[src/rtl/dram_request_arbiter_pkg.sv]
// Shared constants and state encoding for the DRAM request arbiter.
// Holds the address-FIFO command codes, burst length and FSM states.
package dram_request_arbiter_pkg;

  localparam logic [2:0] AF_CMD_WRITE = 3'b000;
  localparam logic [2:0] AF_CMD_READ  = 3'b001;

  localparam int BURST_BEATS = 2;
  localparam int ADDR_W      = 31;
  localparam int BEAT_W      = 128;
  localparam int MASK_W      = 16;

  typedef enum logic [1:0] {
    ARB_IDLE,
    ARB_WD0,
    ARB_WD1,
    ARB_CMD
  } arb_state_e;

endpackage

[src/rtl/dram_request_arbiter_tag_fifo.sv]
// In-order tag FIFO: remembers which port issued each outstanding read.
// Ports: clk, rst, push/din, pop/dout, full, empty. Push and pop may coincide.
module arb_tag_fifo #(
  parameter int W     = 2,
  parameter int DEPTH = 4
) (
  input  logic         clk,
  input  logic         rst,
  input  logic         push,
  input  logic [W-1:0] din,
  input  logic         pop,
  output logic [W-1:0] dout,
  output logic         full,
  output logic         empty
);

  localparam int PW = $clog2(DEPTH);

  logic [W-1:0] mem [DEPTH];
  logic [PW-1:0] wp;
  logic [PW-1:0] rp;
  logic [PW:0]   cnt;
  logic          do_push;
  logic          do_pop;

  assign full    = (cnt == (PW+1)'(DEPTH));
  assign empty   = (cnt == '0);
  assign do_push = push && !full;
  assign do_pop  = pop && !empty;
  assign dout    = mem[rp];

  always_ff @(posedge clk or posedge rst) begin
    if (rst) begin
      wp  <= '0;
      rp  <= '0;
      cnt <= '0;
    end else begin
      if (do_push) wp <= wp + PW'(1);
      if (do_pop)  rp <= rp + PW'(1);
      cnt <= cnt + (PW+1)'(do_push) - (PW+1)'(do_pop);
    end
  end

  always_ff @(posedge clk) begin
    if (do_push) mem[wp] <= din;
  end

endmodule

[src/rtl/dram_request_arbiter.sv]
// Arbitrates DRAM address/write-data FIFOs among NREQ ports and steers read data back.
// Ports: req_* per requester, af_*/wdf_*/rdf_* to the DRAM FIFOs, rd_* return, err_orphan.
module dram_request_arbiter
  import dram_request_arbiter_pkg::*;
#(
  parameter int NREQ      = 4,
  parameter int TAG_DEPTH = 4
) (
  input  logic                     clk,
  input  logic                     rst,
  input  logic [NREQ-1:0]          req_valid,
  input  logic [NREQ-1:0]          req_write,
  input  logic [NREQ*ADDR_W-1:0]   req_addr,
  output logic [NREQ-1:0]          req_ready,
  input  logic [NREQ*BEAT_W-1:0]   req_wdata,
  input  logic [NREQ*MASK_W-1:0]   req_wmask,
  output logic [NREQ-1:0]          wd_next,
  input  logic                     af_full,
  output logic                     af_wr_en,
  output logic [2:0]               af_cmd_din,
  output logic [ADDR_W-1:0]        af_addr_din,
  input  logic                     wdf_full,
  output logic                     wdf_wr_en,
  output logic [BEAT_W-1:0]        wdf_din,
  output logic [MASK_W-1:0]        wdf_mask_din,
  input  logic                     rdf_valid,
  input  logic [BEAT_W-1:0]        rdf_dout,
  output logic                     rdf_rd_en,
  output logic [NREQ-1:0]          rd_valid,
  output logic [BEAT_W-1:0]        rd_data,
  output logic                     err_orphan
);

  localparam int IW = $clog2(NREQ);

  arb_state_e      state;
  arb_state_e      state_nx;
  logic [IW-1:0]   gnt;
  logic [IW-1:0]   rr;
  logic            gwrite;
  logic [ADDR_W-1:0] gaddr;
  logic [NREQ-1:0] elig;
  logic            found;
  logic [IW-1:0]   pick;
  logic            tag_full;
  logic            tag_empty;
  logic            tag_push;
  logic            tag_pop;
  logic [IW-1:0]   tag_head;
  logic            beat;

  assign rdf_rd_en = 1'b1;

  always_comb begin
    for (int i = 0; i < NREQ; i++)
      elig[i] = req_valid[i] && (req_write[i] || !tag_full);
  end

  // Port 0 wins outright; ports 1..NREQ-1 are scanned from rr, wrapping to 1.
  always_comb begin
    int p;
    p     = 0;
    found = 1'b0;
    pick  = '0;
    if (elig[0]) begin
      found = 1'b1;
    end else begin
      for (int k = 0; k < NREQ-1; k++) begin
        p = int'(rr) + k;
        if (p >= NREQ) p = p - (NREQ-1);
        if (!found && elig[IW'(p)]) begin
          found = 1'b1;
          pick  = IW'(p);
        end
      end
    end
  end

  always_comb begin
    state_nx     = state;
    req_ready    = '0;
    wd_next      = '0;
    af_wr_en     = 1'b0;
    af_cmd_din   = '0;
    af_addr_din  = '0;
    wdf_wr_en    = 1'b0;
    wdf_din      = '0;
    wdf_mask_din = '0;
    tag_push     = 1'b0;
    unique case (state)
      ARB_IDLE: begin
        if (found)
          state_nx = req_write[pick] ? ARB_WD0 : ARB_CMD;
      end
      ARB_WD0, ARB_WD1: begin
        wdf_wr_en    = !wdf_full;
        wdf_din      = req_wdata[BEAT_W*gnt +: BEAT_W];
        wdf_mask_din = req_wmask[MASK_W*gnt +: MASK_W];
        if (!wdf_full) begin
          wd_next[gnt] = 1'b1;
          state_nx = (state == ARB_WD0) ? ARB_WD1 : ARB_CMD;
        end
      end
      ARB_CMD: begin
        af_wr_en    = !af_full;
        af_cmd_din  = gwrite ? AF_CMD_WRITE : AF_CMD_READ;
        af_addr_din = gaddr;
        if (!af_full) begin
          req_ready[gnt] = 1'b1;
          tag_push       = !gwrite;
          state_nx       = ARB_IDLE;
        end
      end
      default: state_nx = ARB_IDLE;
    endcase
  end

  always_ff @(posedge clk or posedge rst) begin
    if (rst) begin
      state  <= ARB_IDLE;
      gnt    <= '0;
      gwrite <= 1'b0;
      gaddr  <= '0;
      rr     <= IW'(1);
    end else begin
      state <= state_nx;
      if (state == ARB_IDLE && found) begin
        gnt    <= pick;
        gwrite <= req_write[pick];
        gaddr  <= req_addr[ADDR_W*pick +: ADDR_W];
      end
      if (state == ARB_CMD && !af_full && gnt != '0)
        rr <= (gnt == IW'(NREQ-1)) ? IW'(1) : gnt + IW'(1);
    end
  end

  arb_tag_fifo #(
    .W     (IW),
    .DEPTH (TAG_DEPTH)
  ) u_tags (
    .clk   (clk),
    .rst   (rst),
    .push  (tag_push),
    .din   (gnt),
    .pop   (tag_pop),
    .dout  (tag_head),
    .full  (tag_full),
    .empty (tag_empty)
  );

  // The head tag retires on the last beat of its burst.
  assign tag_pop = rdf_valid && !tag_empty &&
                   (beat == 1'(BURST_BEATS-1));

  always_ff @(posedge clk or posedge rst) begin
    if (rst) begin
      rd_valid   <= '0;
      rd_data    <= '0;
      beat       <= 1'b0;
      err_orphan <= 1'b0;
    end else begin
      rd_valid <= '0;
      if (rdf_valid) begin
        if (tag_empty) begin
          err_orphan <= 1'b1;
        end else begin
          rd_valid <= NREQ'(1) << tag_head;
          rd_data  <= rdf_dout;
          beat     <= ~beat;
        end
      end
    end
  end

endmodule

[config.mk]
export PLATFORM = sky130hd
export DESIGN_NAME = dram_request_arbiter
export DESIGN_NICKNAME = d
export VERILOG_FILES = /design/src/rtl/dram_request_arbiter_pkg.sv /design/src/rtl/dram_request_arbiter_tag_fifo.sv /design/src/rtl/dram_request_arbiter.sv
export SDC_FILE = /design/constraint.sdc
export NUM_CORES = 1
export LEC_CHECK = 0
export ABC_CLOCK_PERIOD_IN_PS = 15100
export CAP_MARGIN = 10
export CELL_PAD_IN_SITES_DETAIL_PLACEMENT = 0
export CELL_PAD_IN_SITES_GLOBAL_PLACEMENT = 1
export CORE_AREA = 2 2 459 461
export DETAILED_ROUTE_END_ITERATION = 8
export DIE_AREA = 0 0 461 463
export GPL_ROUTABILITY_DRIVEN = 0
export PLACE_DENSITY_LB_ADDON = 0.25
export SETUP_SLACK_MARGIN = 0.02
export SLEW_MARGIN = 30
export SYNTH_ARGS = -nofsm -noshare
export SYNTH_HDL_FRONTEND = slang
export SYNTH_SLANG_ARGS = --single-unit
[constraint.sdc]
create_clock -name clk -period 15.1 [get_ports clk]
set_input_delay 1.51 -clock clk [delete_from_list [all_inputs] [get_ports clk]]
set_output_delay 1.51 -clock clk [all_outputs]
set_load 0.03 [all_outputs]
==> flow_summary.json <==
{
  "outcome": "completed",
  "drt_iter0_drc": 869,
  "netlist_instances": 1253,
  "io_pins": 1163,
  "synth-main-ff-cell": "dfrtp_1",
  "r2r_setup_slack_ns": 10.85,
  "grt_max_degree": 87,
  "hold_slack_ns": 0.4745,
  "antenna_left": 0,
  "clkSlewWorstSetupHoldPaths_ns": 0.11,
  "post-place-ws_ns": 9.199,
  "crit_slowest_cell": "dfrtp_4",
  "utilization": 0.1367,
  "ys_warn_count": 0,
  "skew_ns": 0.02982,
  "cp_data_arrival_time_ns": 4.84,
  "crit_chain": "buf_4 > buf_12 > mux4_2 > and2_1 > clkdlybuf4s50_1",
  "cts_tree": "built",
  "syn_to_final_growth_pct": 119.4,
  "fillers": 23810,
  "first_pass_iters": 5,
  "fin_setup_tns_ns": 0,
  "end_kind": "primary output",
  "power_density_nw_per_um2": 185.3,
  "setup-violations-final": 0,
  "post_cts_resized": 0,
  "peakVddDrop_mv": 0.1163,
  "gr-usage-all-layers": 0.1214,
  "cts_setup_buffers": 0,
  "cp_slowest_stage_delay_ns": 0.91,
  "cts_max_level": 4,
  "start_util": 0.06233,
  "antenna_found_initial": 74,
  "path_buf_inv": 3,
  "via_count": 15100,
  "synthDistinctLibCells": 52,
  "period_needed_ns": 6.346,
  "placeableCoreArea_um2": 208500,
  "avgRoutedWirePerCell_um": 25.66,
  "die_w_um": 461,
  "synth_area_leaders": "dfrtp_1 34%, mux4_2 26%, nand2_1 11%",
  "avgSynthCellArea_um2": 10.37,
  "p_leak_uw": 0.01028,
  "slew_headroom": 0.3771,
  "fp-row-count": 168,
  "ys_async_sr_fraction": 0.9572,
  "grt_pass1_vias": 16150,
  "cts-root-buf": "clkbuf_16",
  "yosysSeqAreaShare": 0.3632,
  "final_max_slew_viol_count": 0,
  "crit_type": "reg -> out",
  "numCtsBuffers": 17,
  "yosysMostFrequentCell": "nand2_1",
  "syn_area_um2": 13000,
  "cts_buffer_depth": 2,
  "synth_top_area_frac": 0.3427,
  "ctsHoldBuffers": 0,
  "hold_viol": 0,
  "start_kind": "flip-flop",
  "dpl.hpwl_mm": 115.8,
  "viasPerCell": 2.911,
  "yosysTopAreaCell": "dfrtp_1",
  "ys_ff_latch": 187,
  "fin_nets": 3206,
  "clkSinkCount": 187,
  "io_buffers": 1159,
  "period_share": 0.4203,
  "path_delay_family": "buffers and inverters",
  "min_path_type": "reg -> reg",
  "die_h_um": 463,
  "worstMarginPinSlew_ns": 0.9343,
  "cp_max_fo": 86,
  "overflow": 0,
  "finalPower_uw": 5281,
  "ys_top_cells_by_count": "398 x nand2_1, 188 x and2_1, 178 x dfrtp_1",
  "layout-drive-gt1-share": 0.09996,
  "drc": 0,
  "synth_edf_count": 8,
  "setup_slack_ns": 8.754,
  "clock_latency_ns": 0.54,
  "dieArea_um2": 213400,
  "max_freq_mhz": 157.6,
  "maxCapViolCount": 0,
  "grt_pass1_wl_mm": 170.5,
  "cp.required_ns": 13.59,
  "rsz0062_at_grt": "false",
  "routed_wl_mm": 133.1
}
[area by class of cell]
| type | count | area [um2] | share of cell area |
|---|---|---|---|
| Multi-Input combinational cell | 949 | 7834 | 0.2748 |
| Timing Repair Buffer | 1178 | 11760 | 0.4127 |
| Clock buffer | 24 | 471.7 | 0.01655 |
| Antenna cell | 20 | 50.05 | 0.001756 |
| Inverter | 16 | 67.56 | 0.002370 |
| Sequential cell | 187 | 4728 | 0.1659 |
| Tap cell | 2805 | 3510 | 0.1231 |
| Clock inverter | 7 | 82.58 | 0.002897 |
[placed cells by master (no fill, tap or decap), drive strengths merged, types with 20 or more instances in the layout]
cell type      synthesis  layout
clkdlybuf4s50          0    1159
a22oi                 34      34
mux4                 148     148
mux2i                 32      32
diode                  0      20
mux2                  32      32
dfrtp                178     178
clkbuf                71      24
nand2                398     398
o21ai                 40      40
and2                 188     188
[power breakdown]
group	internal [uW]	switching, uW
sequential	682	152
clock	238	249
combinational	1550	2410
total	2470	2810
[final timing paths]
check | start | end | cells past startpoint
setup / recovery | gnt[0] | wdf_mask_din[13] | 5
hold / removal | rd_data[115] | rd_data[115] | 2
min in group asynchronous | rst | rd_data[33] | 2
max in group asynchronous | rst | gnt[1] | 3
setup reg to reg | u_tags.cnt[2] | gaddr[29] | 9
hold reg to reg | rd_data[115] | rd_data[115] | 2
[worst register-to-register path, delay by kind of cell, from the launching register on]
family | cells | cell delay, ns
flip-flops | 1 | 0.65
multiplexers | 2 | 0.82
AND/OR/NAND/NOR | 2 | 0.97
buffers and inverters | 1 | 0.74
AO/OA/AOI/OAI | 4 | 0.96
[state kept, by name (all words and copies together), names as in the netlist]
name        flops
state           2
u_tags.cnt      3
u_tags.mem      8
beat            1
u_tags.rp       2
rd_valid        4
rr              2
rd_data       128
gnt             2
u_tags.wp       2
gwrite          1
gaddr          31
err_orphan      1
[kinds of logic (layout without fill, tap and decap cells)]
logic type               after synthesis  in the layout  synth area share
buffers and inverters                118           1225           0.03812
AO/OA/AOI/OAI                         94             94           0.04795
multiplexers                         212            212            0.3088
other                                  2             23         0.0005779
flip-flops                           187            187            0.3632
AND/OR/NAND/NOR                      618            618            0.2212
adder cells (fa/ha/maj)               16             16           0.01598
XOR/XNOR                               6              6          0.004043
[per-stage QoR]
step | std cells | area, um2
after floorplan | 1254 | 13000
after global placement | 5134 | 27890
after detailed placement | 5135 | 27900
after CTS | 5166 | 28460
after global routing | 5171 | 28470
final | 5186 | 28510
[layer usage]
metal	global-route usage	wire, um	vias to the layer above
met5	0	207	-
met3	0.03655	9761	118
met4	0.02052	2153	34
met2	0.2180	67530	783
met1	0.1421	53400	7577
li1	-	-	6587
Note: power is estimated with default switching activity, not from simulation.
==> variant, RTL diff (same flow settings) <==
The parameter `TAG_DEPTH` goes from 4 to 8.
--- a/src/rtl/dram_request_arbiter.sv
+++ b/src/rtl/dram_request_arbiter.sv
@@ -6,3 +6,3 @@
   parameter int NREQ      = 4,
-  parameter int TAG_DEPTH = 4
+  parameter int TAG_DEPTH = 8
 ) (
Function: same outputs for any inputs over 4 cycles, from zero or initial values and one cycle with rst high; that may be too few to reach the edited logic, so the function may still have changed.
==> variant against the original RTL <==
- largest power group unchanged
- sequential share of layout area increased by 0.72 points
- non-clock buffer count shrank 5
- core utilization rose by 0.31 points
- wire length shrank 7.3%
- worst setup slack better by 0.47 ns
- via count shrank 6.8%
- power fell by 2.6%
- cell count down 4.2%
- sequential cell count grew 11
- synthesized area increased by 4.5%
- clock power increased by 2%
- cell area is 2.3% higher
- clock skew fell by 0.0093 ns
- highest routed layer unchanged
==> variant: results (changes against the original RTL) <==
* Outcome: finished, final reports clean (unchanged)
* DPL Wire Length at 108000 um (was 116000 um)
* Share of cells above drive strength 1 at 17.4% (was 10.0%)
* Setup TNS at 0 ns (unchanged)
* Final Hold Fails at 0 (unchanged)
* Post-synth cell types at 42 (was 52)
* Max-cap check violation count at 0 (unchanged)
* Post-synth EDFFs at 16 (was 8)
* Clock latency on the worst-skew pair at 0.54 ns (about the same)
* Biggest regs: rd_data: 128 flops, gaddr: 31 flops, u_tags.mem: 16 flops (was rd_data: 128 flops, gaddr: 31 flops, u_tags.mem: 8 flops)
* Post-synthesis sequential area ratio at 37.1% (was 36.3%)
* Syn. warnings at 0 (unchanged)
* P_leak at 9.89 nW (was 10.3 nW)
* Post-synthesis async set-or-reset flop share at 91.9% (was 95.7%)
* Least-Margin Pin Slew at 0.883 ns (was 0.934 ns)
* Post-synth top cells: and2_1, dfrtp_1, mux2_2 (was nand2_1, and2_1, dfrtp_1)
* Initial antenna violation count at 69 (was 74)
* Fillers at 23.6k (was 23.8k)
* Inserted Clock Buffers at 17 (unchanged)
* First-pass GRT wire length at 155000 um (was 170000 um)
* Final setup viols at 0 (unchanged)
* Crit path arrival time at 4.36 ns (was 4.84 ns)
* Post-CTS Resized at 0 (unchanged)
* Worst vdd ir at 0.0915 mV (was 0.116 mV)
* DRT Pass-1 Iters at 5 (unchanged)
* Largest net degree at the start of global routing at 132 (was 87)
* CP max FO at 67 (was 86)
* Root buffer cell: clkbuf_16 (unchanged)
* Min-Delay Path Class: flip-flop to flip-flop (unchanged)
* WL/cell at 24.8 um (was 25.7 um)
* Vias per cell at 2.83 (was 2.91)
* Number of global-route vias before repair at 14.9k (was 16.2k)
* Largest cells by area after synthesis: dfrtp_1, mux4_2, mux2_2 (was dfrtp_1, mux4_2, nand2_1)
* Total GRT Usage at 11.1% (was 12.1%)
* DR iter-0 viols at 618 (was 869)
* Final net count at 2996 (was 3206)
* Postcts setup bufs at 0 (unchanged)
* Clock skew at 0.0205 ns (was 0.0298 ns)
* Placed Area at 0.0285 mm2 (was 0.0279 mm2)
variant: cell count changes in the layout (fill, tap and decap cells not counted), sizes merged, moves of 8 or more:
cell    delta
nand2    -354
mux2     +133
mux2i     +35
a22oi     -34
nor2       +9
edfxtp     +8
nand2b     +8
variant: power breakdown:
| part | internal, W | total [W] | switching (W) |
|---|---|---|---|
| registers | 0.000695 | 0.000822 | 0.000127 |
| logic | 0.00161 | 0.00383 | 0.00222 |
| clock network | 0.000221 | 0.000498 | 0.000276 |
| total | 0.00252 | 0.00515 | 0.00262 |
variant: logic make-up (layout without fill, tap and decap cells):
kind of cell | count (synthesis) | count (layout) | synth area share, %
simple gates | 268 | 268 | 11.4
xor+xnor | 7 | 7 | 0.452
mux | 384 | 384 | 43.8
other cells | 2 | 16 | 0.0553
flops | 198 | 198 | 37.1
fa+ha+maj | 18 | 18 | 1.71
compound gates | 50 | 50 | 2.28
buf+inv | 104 | 1222 | 3.20
variant: critical path, stage by stage (launching register included):
cell and delay (ns):
dfrtp_4 0.97, buf_4 0.70, buf_6 0.62, mux4_2 0.52, and2_1 0.22, clkdlybuf4s50_1 0.63
variant: worst paths after layout:
path | slack (ns) | endpoint | startpoint | cells after the start
min in group asynchronous | 1.45 | rd_data[104] | rst | 2
setup reg to reg | 10.88 | gwrite | u_tags.cnt[2] | 10
setup / recovery | 9.23 | wdf_din[0] | gnt[1] | 5
max in group asynchronous | 11.80 | rd_data[54] | rst | 4
hold / removal | 0.47 | beat | beat | 1
hold reg to reg | 0.47 | beat | beat | 1
variant: cell type report:
cell class,count,area (um2),share of cell area (%)
tap,2805,3510,12.0
multi-input combinational,730,8160,28.0
clock buffer,17,425,1.46
inverter,17,71.3,0.245
antenna,13,32.5,0.112
timing repair buffer,1173,11700,40.3
sequential,198,5040,17.3
clock inverter,15,168,0.575
variant: routing by layer:
layer	up-vias	share of wire (%)	track usage (%)
met5	-	0.19	0
met4	40	2.5	3.06
met3	152	8.8	4.12
met2	826	55	21.8
met1	6973	33	10.6
li1	6079	-	-
variant: per-stage QoR:
step / instances / worst slack, ns / util (%)
6_report: 4968 / 9.23 / 14.0
5_1_grt: 4963 / 8.92 / 14.0
4_1_cts: 4955 / 8.97 / 14.0
3_5_place_dp: 4923 / 9.55 / 13.7
3_3_place_gp: 4923 / 9.35 / 13.7
2_1_floorplan: 1032 / 8.65 / -
